File: config.mk
export PLATFORM = sky130hd
export DESIGN_NAME = seq_detector_param
export DESIGN_NICKNAME = d
export VERILOG_FILES = /design/src/rtl/seq_det_pkg.sv /design/src/rtl/sat_counter.sv /design/src/rtl/seq_detector_param.sv
export SDC_FILE = /design/constraint.sdc
export NUM_CORES = 1
export LEC_CHECK = 0
export BUFFER_PORTS_ARGS = -buffer_cell sky130_fd_sc_hd__buf_2
export CORE_ASPECT_RATIO = 1.5
export CORE_UTILIZATION = 58
export CTS_CLUSTER_SIZE = 8
export DETAILED_ROUTE_END_ITERATION = 7
export GPL_ROUTABILITY_DRIVEN = 0
export PLACE_DENSITY = 0.84
export SYNTH_ARGS = -nofsm -noshare
export SYNTH_HDL_FRONTEND = slang
export SYNTH_SLANG_ARGS = --single-unit
File: constraint.sdc
create_clock -name clk -period 5.9 [get_ports clk]
set_input_delay 1.77 -clock clk [delete_from_list [all_inputs] [get_ports clk]]
set_output_delay 1.77 -clock clk [all_outputs]
set_load 0.1 [all_outputs]
File: src/rtl/seq_det_pkg.sv
// Shared types and defaults for the parametrised serial sequence detector.
// Holds the FSM state encoding and a small decode helper used by the top.

package seq_det_pkg;

    localparam int unsigned DefPatternW = 4;
    localparam int unsigned DefCntW     = 8;

    typedef enum logic [1:0] {
        StIdle = 2'd0,
        StFill = 2'd1,
        StRun  = 2'd2
    } state_e;

    function automatic logic state_busy(input state_e s);
        return (s == StFill) || (s == StRun);
    endfunction

endpackage

File: src/rtl/sat_counter.sv
// Saturating up-counter with a synchronous clear that wins over increment.

module sat_counter #(
    parameter int unsigned CNT_W = 8
) (
    input  logic             clk,
    input  logic             reset,
    input  logic             inc,
    input  logic             clr,
    output logic [CNT_W-1:0] count
);

    logic [CNT_W-1:0] count_q, count_d;

    always_comb begin
        count_d = count_q;
        if (clr) begin
            count_d = '0;
        end else if (inc && (count_q != {CNT_W{1'b1}})) begin
            count_d = count_q + CNT_W'(1);
        end
    end

    always_ff @(posedge clk or negedge reset) begin
        if (!reset) begin
            count_q <= '0;
        end else begin
            count_q <= count_d;
        end
    end

    assign count = count_q;

endmodule

File: src/rtl/seq_detector_param.sv
// Serial detector for a run-time loadable PATTERN_W-bit pattern (MSB matched first),
// with input qualifier, overlap/non-overlap matching and a saturating match counter.

module seq_detector_param
    import seq_det_pkg::*;
#(
    parameter int unsigned          PATTERN_W     = DefPatternW,
    parameter int unsigned          CNT_W         = DefCntW,
    parameter logic [PATTERN_W-1:0] RESET_PATTERN = '0
) (
    input  logic                 clk,
    input  logic                 reset,
    input  logic                 load,
    input  logic [PATTERN_W-1:0] pattern_in,
    input  logic                 overlap_in,
    input  logic                 x_valid,
    input  logic                 x,
    input  logic                 clear_count,
    output logic                 y,
    output logic [CNT_W-1:0]     match_count,
    output logic                 busy
);

    localparam int unsigned      FillW    = $clog2(PATTERN_W + 1);
    localparam logic [FillW-1:0] LastFill = FillW'(PATTERN_W - 1);

    state_e               state_q, state_d;
    logic [PATTERN_W-1:0] hist_q, hist_d;
    logic [PATTERN_W-1:0] pattern_q, pattern_d;
    logic [FillW-1:0]     fill_q, fill_d;
    logic                 overlap_q, overlap_d;
    logic                 y_q, y_d;
    logic                 match;
    logic [PATTERN_W-1:0] shifted;

    // State register.
    always_ff @(posedge clk or negedge reset) begin
        if (!reset) begin
            state_q   <= StIdle;
            hist_q    <= '0;
            pattern_q <= RESET_PATTERN;
            fill_q    <= '0;
            overlap_q <= 1'b0;
            y_q       <= 1'b0;
        end else begin
            state_q   <= state_d;
            hist_q    <= hist_d;
            pattern_q <= pattern_d;
            fill_q    <= fill_d;
            overlap_q <= overlap_d;
            y_q       <= y_d;
        end
    end

    // Next-state logic; load overrides everything and discards the same-cycle bit.
    always_comb begin
        state_d   = state_q;
        hist_d    = hist_q;
        pattern_d = pattern_q;
        fill_d    = fill_q;
        overlap_d = overlap_q;
        match     = 1'b0;
        shifted   = {hist_q[PATTERN_W-2:0], x};

        if (load) begin
            pattern_d = pattern_in;
            overlap_d = overlap_in;
            hist_d    = '0;
            fill_d    = '0;
            state_d   = StFill;
        end else if (x_valid) begin
            unique case (state_q)
                StIdle: begin
                    state_d = StIdle;
                end
                StFill: begin
                    hist_d = shifted;
                    fill_d = fill_q + FillW'(1);
                    if (fill_q == LastFill) begin
                        state_d = StRun;
                        match   = (shifted == pattern_q);
                    end
                end
                StRun: begin
                    hist_d = shifted;
                    match  = (shifted == pattern_q);
                end
                default: begin
                    state_d = StIdle;
                end
            endcase

            // Non-overlap: the next match must be built from PATTERN_W fresh bits.
            if (match && !overlap_q) begin
                fill_d  = '0;
                state_d = StFill;
            end
        end

        y_d = match;
    end

    // Outputs.
    always_comb begin
        y    = y_q;
        busy = state_busy(state_q);
    end

    sat_counter #(
        .CNT_W(CNT_W)
    ) u_sat_counter (
        .clk  (clk),
        .reset(reset),
        .inc  (match),
        .clr  (clear_count),
        .count(match_count)
    );

endmodule
Word-level counts from Yosys, hierarchy flattened --
Cells that the tools add are included. W data, S select, Z words.
Cells by class: muxes and demuxes 20, reductions and logical operators 12, equal/unequal tests 7, add/sub/neg operators 2
Operators with widths (count):
- $mux W3 | 7
- $mux W8 | 2
- $add A8 B1 Y8 const B | 1
- $mux W2 | 4
- $ne A8 B8 Y1 const B | 1
- $reduce_bool A2 Y1 | 3
- $mux W1 | 5
- $eq A4 B4 Y1 | 1
- $ne A4 B4 Y1 const B | 1
- $pmux W2 S2 | 1
- $reduce_and A2 Y1 | 2
- $add A3 B1 Y3 const B | 1
- $eq A3 B2 Y1 const B | 1
- $ne A3 B3 Y1 const B | 1
- $reduce_and A3 Y1 | 1
- $reduce_bool A3 Y1 | 1
- $eq A2 B1 Y1 const B | 1
- $eq A2 B2 Y1 const B | 1
- $logic_and A1 B1 Y1 | 2
- $pmux W1 S2 | 1
- $reduce_or A2 Y1 | 1
- $logic_not A1 Y1 | 1
- $logic_or A1 B1 Y1 | 1
Storage, ports and cells: output and inout port bits 10, flip-flop bits (word level) 22

Longest topological paths before layout --
Gate-level depths: netlist of the first run.
depth in word-level cells 10, depth in mapped cells 9

Cells and area by module --
Synthesis of the first run repeated with hierarchy kept, for this count alone.
Second synthesis, totals: cell total of the unflattened synthesis 118, area, all modules 1184.9 µm²
By module, submodules not included:
- seq_detector_param | sequential area each 350.3 µm², cells each 69, instances 1, area an instance 720.7 µm²
- sat_counter | sequential area each 200.2 µm², cells each 49, instances 1, area an instance 464.2 µm²

Least setup slack after synthesis of the first run --
OpenSTA, ideal clock, no wires.
path kind input -> register, from input x_valid, to register u_sat_counter.count_q[6] (netlist: u_sat_counter.count[6]), buffers on the path 3, slack 2.490 ns, stages 8, arrival 3.332 ns, cells stage by stage buf_6 nand2b_4 buf_6 or3_1 buf_2 or2_0 or4_1 a21oi_1
On the way: longest elaborated chain between the ends 4
RTL lines:
- from (decl) | line seq_detector_param.sv:16 | input logic x_valid,
- $mux W1 | line seq_detector_param.sv:71 | end else if (x_valid) begin
- $mux W1 | line seq_detector_param.sv:65 | if (load) begin
- $logic_and A1 B1 Y1 | line sat_counter.sv:19 | end else if (inc && (count_q != {CNT_W{1'b1}})) begin
- $reduce_bool A2 Y1 (no line)
- to (signal assigned) | line sat_counter.sv:28 | count_q <= count_d;
- to (decl) | line sat_counter.sv:13 | logic [CNT_W-1:0] count_q, count_d;
No other way between the ends. A chain may end at the register's enable or synchronous reset.

Worst setup path after layout of the first run --
from register state_q[0], to output busy
On the way: longest elaborated chain between the ends 2, elaborated cells on any way between the ends 3
RTL lines:
- from (decl) | line seq_detector_param.sv:27 | state_e state_q, state_d;
- from (signal assigned) | line seq_detector_param.sv:39 | state_q <= StIdle;
- from (signal assigned) | line seq_detector_param.sv:46 | state_q <= state_d;
- $eq A2 B1 Y1 / $eq A2 B2 Y1 (equally long branches) | line seq_det_pkg.sv:16 | return (s == StFill) || (s == StRun);
- $logic_or A1 B1 Y1 * | line seq_det_pkg.sv:16
- to (decl) | line seq_detector_param.sv:21 | output logic busy
Every way passes the cells marked *; elsewhere a longest branch is shown, timed or not.

==> results.yml, run 1 <==
finish:
  design_area_sq_um: 1300
  multi_input_area_sq_um: 572
  regArea_sq_um: 551
  drive_gt1_share_pct: 22.4
  areaGrowthSynthToFinish_pct: 8.81
  nets: 152
  post-route-util_pct: 69.1
  diodes: 0
  fillers: 163
place:
  port-buffer-count: 20
  dpl_cell_area_sq_um: 1270
  dp_hpwl_um: 1540
floorplanning:
  die_w_um: 39.0
  rows: 19
  initial_utilization_pct: 63.5
  coreArea_sq_um: 1880
  die_y_um: 57.5
  ios: 21
  die_area_sq_um: 2240
logic_synthesis:
  synth_top_area_share_pct: 46.2
  synthXorXnorAreaFrac_pct: 6.61
  ys_ff_latch: 22
  synthAdderAreaFrac_pct: 5.25
  synth_mux_area_share_pct: 8.08
  synth_top_family_by_area: "simple AND/OR/NAND/NOR gates"
  synthCells: 118
  ys_warn_count: 0
  async_reset_ff_share_pct: 100
  yosysTopAreaCell: "dfrtp_1"
  syn_area_per_cell_sq_um: 10.1
  synth_edf_count: 0
  synth-seq-area-share_pct: 46.2
  synth-compound-area-share_pct: 8.81
  synth_simple_gate_area_share_pct: 19.2
  ys.flop_type: "dfrtp_1"
  yosys-top-cells-area: "dfrtp_1 (46%), nor2_1 (5.4%), ha_1 (5.2%), mux2_2 (4.7%), xnor2_1 (3.7%)"
  synth_nets: 134
  yosys.cell_types.count: 34
  syn_area_sq_um: 1190
  synthMostInstantiatedCell: "dfrtp_1"
  synth_commonest_cells: "dfrtp_1 (22), nor2_1 (17), inv_1 (7)"
sta:
  period_share_pct: 56.0
  setup_viol: 0
  skew_ns: 0.00232
  tightest_slew_ns: 0.485
  max_freq_mhz: 303
  relSlewSlack_pct: 67.9
  hold_violations: 0
  final.min_clock_period_ns: 3.31
  grt_setup_unrepaired: "no"
  slew_violations: 0
  setup_tns_ns: 0
job:
  max-cap-violations: 0
setup_path:
  critPathRequiredTime_ns: 4.13
  end_kind: "output port"
  critPathKind: "reg2out"
  arrival_ns: 1.54
  start_kind: "register"
  crit_fanout: 3
routing:
  dr.first_iter.drc_count: 17
  firstDrtPassIters: 4
  wl_um: 2040
  wl_per_cell_um: 13.2
  num_vias: 891
  via_per_inst: 5.75
  drtAntennaViolNets: 0
  post-route-drc-count: 0
clock_network:
  cts_buffers: 3
  ctsResizeCount: 0
  postCtsSetupBuffers: 0
  root_buffer: "clkbuf_4"
  clk_path_buf_depth: 2
  htreeDepth: 1
  clk_latency_ns: 0.30
  ctsHoldBuffers: 0
  clkSinkCount: 22
  cts_tree: "built"
  cts.clk_slew.worst_paths_ns: 0.11
grt:
  grt_pass1_vias: 837
  antenna_found_initial: 0
  grt_pass1_wl_um: 3620
  overflow: 0
  grt_max_degree: 23
  grt_usage_pct: 22.6
pwr:
  vdd_drop_max_uv: 179
  power_density_nw_per_um2: 209
  power_leakage_nw: 0.617
run_status:
  run_status: "completed"
worst_hold_path:
  hold_class: "reg2reg"
[kinds of logic after synthesis]
logic type,count (synthesis)
AO/OA/AOI/OAI,16
AND/OR/NAND/NOR,43
adder cells (fa/ha/maj),5
buffers and inverters,14
multiplexers,9
XOR/XNOR,9
flip-flops,22
[layout make-up]
class	instances	area share [%]
timing repair buffer	20	7.71
inverter	7	2.03
clock buffer	3	1.74
tap	21	2.03
sequential	22	42.4
multi-input combinational	82	44.1
[registers in the layout, indices dropped and copies added, names as in the netlist]
name and flops:
overlap_q 1, fill_q 3, state_q 2, pattern_q 4, hist_q 3, y 1, u_sat_counter.count 8
[critical path, cell delays in order, from the launching register on]
cell and delay, ns:
dfrtp_1 0.39, inv_1 0.05, ha_1 0.31, inv_1 0.07, buf_2 0.41
[placed cells by master, fill, tap and decap left out]
cell / Yosys / routed
nand2b_4: 1 / 1
nand2_1: 2 / 2
a31o_2: 1 / 1
nor4_1: 2 / 2
nor2_1: 17 / 17
nor4b_1: 1 / 1
or3_1: 1 / 1
and3_1: 1 / 1
nand3b_1: 1 / 1
nand3_1: 5 / 5
o2111ai_1: 1 / 1
o221ai_1: 1 / 1
o41ai_1: 1 / 1
clkbuf_4: 0 / 3
mux2_2: 5 / 5
a21oi_1: 6 / 6
inv_1: 7 / 7
or2_0: 1 / 1
nand2b_1: 4 / 4
nor3_1: 2 / 2
o21ai_0: 3 / 3
nand4_1: 1 / 1
mux2i_1: 4 / 4
a2bb2oi_1: 2 / 2
xor2_1: 4 / 4
buf_2: 2 / 20
o31ai_1: 1 / 1
dfrtp_1: 22 / 22
ha_1: 5 / 5
xnor2_1: 5 / 5
nor3b_1: 1 / 1
or4_1: 3 / 3
[layer usage]
layer  part of all wire [%]  track usage, %  vias to the layer above
met2                     52            37.6                       17
met3                    2.9            3.50                        5
met5                      0               0                        -
li1                       -               -                      443
met1                     43            28.6                      426
met4                    2.0            8.87                        0
[per-stage QoR]
step                      worst slack [ns]  power, mW  cells  hold WS [ns]
after floorplan                       2.49      0.200    118         0.450
after global placement                2.39      0.208    152         0.460
after detailed placement              2.33      0.210    152         0.488
after CTS                             2.59      0.273    155         0.505
after global routing                  2.53      0.283    155         0.537
final                                 2.59      0.271    155         0.504
[report_power, final]
part	internal, mW	switching (mW)	leakage [nW]
clock network	0.0238	0.0404	0.0138
logic	0.0175	0.0267	0.314
registers	0.157	0.00503	0.289
[worst paths after layout]
check,start,endpoint,slack [ns],depth (start not counted)
max,state_q[0],busy,2.59,4
min,overlap_q,state_q[0],0.50,1
max reg2reg,state_q[1],fill_q[1],3.36,7
min reg2reg,overlap_q,state_q[0],0.50,1
max in group asynchronous,reset,u_sat_counter.count[4],4.18,1
min in group asynchronous,reset,pattern_q[2],1.41,1
(Power assumes the default switching activity.)
==> run 2, diff against run 1 <==
--- a/config.mk
+++ b/config.mk
@@ -5,13 +5,14 @@
 export SDC_FILE = /design/constraint.sdc
 export NUM_CORES = 1
 export LEC_CHECK = 0
+export ABC_AREA = 1
 export BUFFER_PORTS_ARGS = -buffer_cell sky130_fd_sc_hd__buf_2
 export CORE_ASPECT_RATIO = 1.5
-export CORE_UTILIZATION = 58
+export CORE_UTILIZATION = 49
 export CTS_CLUSTER_SIZE = 8
 export DETAILED_ROUTE_END_ITERATION = 7
 export GPL_ROUTABILITY_DRIVEN = 0
-export PLACE_DENSITY = 0.84
+export PLACE_DENSITY = 0.76
 export SYNTH_ARGS = -nofsm -noshare
 export SYNTH_HDL_FRONTEND = slang
 export SYNTH_SLANG_ARGS = --single-unit
==> constraint.sdc (replaced) <==
create_clock -name clk -period 2.9 [get_ports clk]
set_input_delay 0.87 -clock clk [delete_from_list [all_inputs] [get_ports clk]]
set_output_delay 0.87 -clock clk [all_outputs]
set_load 0.1 [all_outputs]
==> results.yml, run 2 <==
run_status:
  run_status: "completed"
place:
  port-buffer-count: 20
  place_inst: 195
  dp_hpwl_um: 1780
sta:
  final.min_clock_period_ns: 2.41
  tightest_slew_ns: 0.494
  period_share_pct: 83.1
  hold_violations: 0
  max_freq_mhz: 415
  setup_tns_ns: 0
  relSlewSlack_pct: 67.1
  holdWs_ns: 0.488
  skew_ns: 0.0100
  setup_viol: 0
  grt_setup_unrepaired: "no"
  slew_violations: 0
clock_network:
  cts.clk_slew.worst_paths_ns: 0.13
  htreeDepth: 1
  ctsResizeCount: 0
  clkSinkCount: 22
  cts_buffers: 3
  clk_path_buf_depth: 2
  root_buffer: "clkbuf_4"
  postCtsSetupBuffers: 0
  ctsHoldBuffers: 0
  clk_latency_ns: 0.32
  cts_tree: "built"
logic_synthesis:
  synth-compound-area-share_pct: 6.41
  yosysTopAreaCell: "dfrtp_1"
  synth-seq-area-share_pct: 44.0
  ys.flop_type: "dfrtp_1"
  syn_area_per_cell_sq_um: 8.17
  yosys-top-cells-area: "dfrtp_1 (44%), nand2_1 (14%), nand3_1 (6.4%), ha_1 (5.0%), inv_1 (3.9%)"
  synthAdderAreaFrac_pct: 5.01
  synth_nets: 169
  ys_ff_latch: 22
  synth_top_family_by_area: "simple AND/OR/NAND/NOR gates"
  synth_top_area_share_pct: 44.0
  synth_simple_gate_area_share_pct: 34.1
  synthXorXnorAreaFrac_pct: 4.20
  synthMostInstantiatedCell: "nand2_1"
  yosys.cell_types.count: 26
  synth_commonest_cells: "nand2_1 (47), dfrtp_1 (22), nand3_1 (16)"
  synth_mux_area_share_pct: 0
  syn_area_sq_um: 1250
  async_reset_ff_share_pct: 100
  synth_edf_count: 0
  ys_warn_count: 0
  synthCells: 153
routing:
  drtAntennaViolNets: 0
  firstDrtPassIters: 4
  post-route-drc-count: 0
  wl_um: 2270
  num_vias: 1042
  wl_per_cell_um: 11.4
  via_per_inst: 5.24
  dr.first_iter.drc_count: 23
grt:
  antenna_found_initial: 0
  grt_pass1_wl_um: 3990
  grt_usage_pct: 18.9
  grt_pass1_vias: 995
  grt_max_degree: 23
  overflow: 0
setup_path:
  critPathKind: "reg2out"
  start_kind: "register"
  crit_slowest_cell: "buf_2"
  cp_cell_sequence: "inv_1 > ha_1 > inv_1 > buf_2"
  r2r-end: "state_q[1]"
  crit_fanout: 3
  critPathRequiredTime_ns: 2.03
  reg2reg_slack_ns: 1.20
  crit_top_cell: "inv_1"
  arrival_ns: 1.54
  crit_buf_inv: 3
  crit_family: "buffers and inverters"
  end_kind: "output port"
  critPathMaxStageDelay_ns: 0.42
  reg2regPathDepth: 10
  r2r-start: "state_q[0]"
finish:
  instances_no_fill: 199
  largest_reg_flops: 8
  drive_gt1_share_pct: 22.3
  nets: 192
  mostFrequentLayoutCells: "nand2_1 (47), dfrtp_1 (22), buf_2 (20)"
  post-route-util_pct: 58.8
  final_common_cell: "nand2_1"
  areaGrowthSynthToFinish_pct: 13.9
  diodes: 0
pwr:
  vdd_drop_max_uv: 380
  power_density_nw_per_um2: 478
  power_leakage_nw: 0.763
  power_mw: 0.681
job:
  max-cap-violations: 0
floorplanning:
  rows: 22
  ios: 21
  die_area_sq_um: 2760
  die_w_um: 43.2
  coreArea_sq_um: 2420
  die_y_um: 63.9
  initial_utilization_pct: 51.6
worst_hold_path:
  hold_class: "in2async"
run 2: cell types whose count changed in the layout (fill, tap and decap cells not counted), moves of 5 or more:
cell	previous run	this run
nand2_1	2	47
nand3_1	5	16
nor2_1	17	10
a21oi_1	6	0
inv_1	7	13
mux2_2	5	0
o21ai_1	0	5
run 2: cell type report:
cell class / count / area [sq um]
timing repair buffer: 20 / 100
clock inverter: 1 / 30.0
sequential: 22 / 551
tap: 24 / 30.0
inverter: 18 / 68.8
multi-input combinational: 111 / 622
clock buffer: 3 / 22.5
fill: 231 / 998
run 2: worst reg2reg max path: cells and delay by family (launching register included):
family	cells	cell delay [ns]
AO/OA/AOI/OAI	1	0.07
adder cells (fa/ha/maj)	1	0.30
buffers and inverters	2	0.12
flip-flops	1	0.39
AND/OR/NAND/NOR	6	0.71
run 2: kinds of logic after synthesis:
family | count (synthesis)
fa+ha+maj | 5
simple gates | 89
compound gates | 11
xor+xnor | 6
buf+inv | 20
flops | 22
run 2: stage by stage:
step | area (sq um) | worst slack, ns
6_report | 1420 | 0.491
5_1_grt | 1420 | 0.428
4_1_cts | 1420 | 0.476
3_5_place_dp | 1370 | 0.832
3_3_place_gp | 1370 | 0.850
2_1_floorplan | 1250 | 0.686
run 2: layer usage:
metal | GRT usage (%) | vias up | wire length, um
met3 | 1.69 | 5 | 71
met2 | 32.8 | 24 | 1150
met1 | 22.3 | 477 | 990
li1 | - | 536 | -
met4 | 10.2 | 0 | 53
met5 | 0 | - | 0
run 2: how the worst max path moves through the flow:
stage	startpoint	endpoint	cells after the start
CTS	state_q[0]	busy	4
global placement	state_q[0]	busy	4
finish	state_q[0]	busy	4
floorplan	state_q[0]	state_q[1]	10
detailed placement	state_q[0]	busy	4
global route	state_q[0]	busy	4
run 2: power breakdown:
part / switching [mW] / internal, mW / total (mW)
combinational: 0.0821 / 0.0298 / 0.112
clock: 0.0946 / 0.140 / 0.235
sequential: 0.0118 / 0.322 / 0.334
total: 0.188 / 0.492 / 0.681
==> run 3, diff against run 2 <==
--- a/config.mk
+++ b/config.mk
@@ -8,11 +8,11 @@
 export ABC_AREA = 1
 export BUFFER_PORTS_ARGS = -buffer_cell sky130_fd_sc_hd__buf_2
 export CORE_ASPECT_RATIO = 1.5
-export CORE_UTILIZATION = 49
+export CORE_UTILIZATION = 54
 export CTS_CLUSTER_SIZE = 8
 export DETAILED_ROUTE_END_ITERATION = 7
 export GPL_ROUTABILITY_DRIVEN = 0
-export PLACE_DENSITY = 0.76
+export PLACE_DENSITY = 0.79
 export SYNTH_ARGS = -nofsm -noshare
 export SYNTH_HDL_FRONTEND = slang
 export SYNTH_SLANG_ARGS = --single-unit
==> constraint.sdc (replaced) <==
create_clock -name clk -period 2.3 [get_ports clk]
set_input_delay 0.69 -clock clk [delete_from_list [all_inputs] [get_ports clk]]
set_output_delay 0.69 -clock clk [all_outputs]
set_load 0.1 [all_outputs]
==> results.yml, run 3 (synthesized netlist as in run 2, its figures left out) <==
floorplanning:
  die_area_sq_um: 2510
  coreArea_sq_um: 2210
  rows: 21
  ios: 21
  initial_utilization_pct: 56.6
  die_y_um: 60.9
  die_w_um: 41.3
finish:
  final_common_cell: "nand2_1"
  drive_gt1_share_pct: 22.3
  areaGrowthSynthToFinish_pct: 12.7
  largest_reg_flops: 8
  design_area_sq_um: 1410
  nets: 192
  diodes: 0
  mostFrequentLayoutCells: "nand2_1 (47), dfrtp_1 (22), buf_2 (19)"
sta:
  period_share_pct: 93.2
  tightest_slew_ns: 0.484
  grt_setup_unrepaired: "no"
  setup_viol: 0
  setup_tns_ns: 0
  skew_ns: 0.00195
  hold_violations: 0
  max_freq_mhz: 466
  relSlewSlack_pct: 68.0
  slew_violations: 0
  final.min_clock_period_ns: 2.14
grt:
  grt_pass1_wl_um: 3610
  grt_max_degree: 23
  overflow: 0
  antenna_found_initial: 0
  grt_pass1_vias: 918
  grt_usage_pct: 20.6
routing:
  firstDrtPassIters: 4
  via_per_inst: 5.29
  num_vias: 1047
  wl_per_cell_um: 11.4
  wl_um: 2260
  drtAntennaViolNets: 0
  post-route-drc-count: 0
  dr.first_iter.drc_count: 21
pwr:
  power_density_nw_per_um2: 548
  power_leakage_nw: 0.756
  vdd_drop_max_uv: 375
run_status:
  run_status: "completed"
setup_path:
  arrival_ns: 1.45
  reg2regPathDepth: 10
  reg2reg_slack_ns: 0.59
  r2r-start: "state_q[0]"
  r2r-end: "state_q[0]"
  critPathKind: "reg2out"
  crit_fanout: 3
  end_kind: "output port"
  critPathRequiredTime_ns: 1.61
  start_kind: "register"
job:
  max-cap-violations: 0
clock_network:
  cts_buffers: 3
  clk_path_buf_depth: 2
  postCtsSetupBuffers: 0
  root_buffer: "clkbuf_4"
  cts.clk_slew.worst_paths_ns: 0.12
  cts_tree: "built"
  htreeDepth: 1
  clk_latency_ns: 0.30
  clkSinkCount: 22
place:
  dp_hpwl_um: 1780
  port-buffer-count: 20
  dpl_cell_area_sq_um: 1370
worst_hold_path:
  hold_class: "in2async"
[run 3: cell types whose count changed in the layout (fill, tap and decap cells not counted), sizes merged]
cell	before	now
clkbuf	3	5
buf	20	19
bufinv	1	0
[run 3: per-stage QoR]
stage                     setup WS, ns  power, mW  std cells  hold WS [ns]  utilization, %
final                            0.155      0.772        198         0.325            63.8
after global routing            0.0825      0.812        198         0.354            63.8
after CTS                       0.0445      0.780        198         0.337            63.7
after detailed placement         0.403      0.572        194         0.466            62.1
after global placement           0.424      0.567        194         0.456            62.1
after floorplan                 0.0861      0.533        153         0.394               -
[run 3: worst max-delay path, stage by stage (launching register included)]
cell      delay [ns]
dfrtp_1         0.40
inv_1           0.05
ha_1            0.30
inv_1           0.08
clkbuf_4        0.32
[run 3: power breakdown]
group / switching, mW / internal, mW
registers: 0.0144 / 0.407
logic: 0.104 / 0.0387
clock network: 0.111 / 0.0965
[run 3: layer usage]
layer  track usage, %  vias up  part of all wire, %  wire length, um
met2             37.7       26                   52             1180
met1             23.6      483                   44              998
li1                 -      536                    -                -
met4             6.45        0                 0.44               10
met5                0        -                    0                0
met3             2.20        2                  2.9               66
[run 3: final cells by class]
cell class | count | area [sq um]
fill | 209 | 798
multi-input combinational | 111 | 622
sequential | 22 | 551
timing repair buffer | 20 | 103
inverter | 18 | 68.8
clock buffer | 4 | 36.3
tap | 23 | 28.8
[run 3: repair_timing]
action	4_1_cts	5_1_grt
endpoints found under the setup margin	0	1
gates resized for setup	0	1
hold buffers	0	0
[run 3: worst max path at each step]
stage | from | end | slack [ns] | cells after the start
2_1_floorplan | state_q[0] | state_q[1] | 0.09 | 10
3_3_place_gp | state_q[0] | busy | 0.42 | 4
3_5_place_dp | state_q[0] | busy | 0.40 | 4
4_1_cts | state_q[0] | busy | 0.04 | 4
5_1_grt | state_q[0] | busy | 0.08 | 4
6_report | state_q[0] | busy | 0.16 | 4
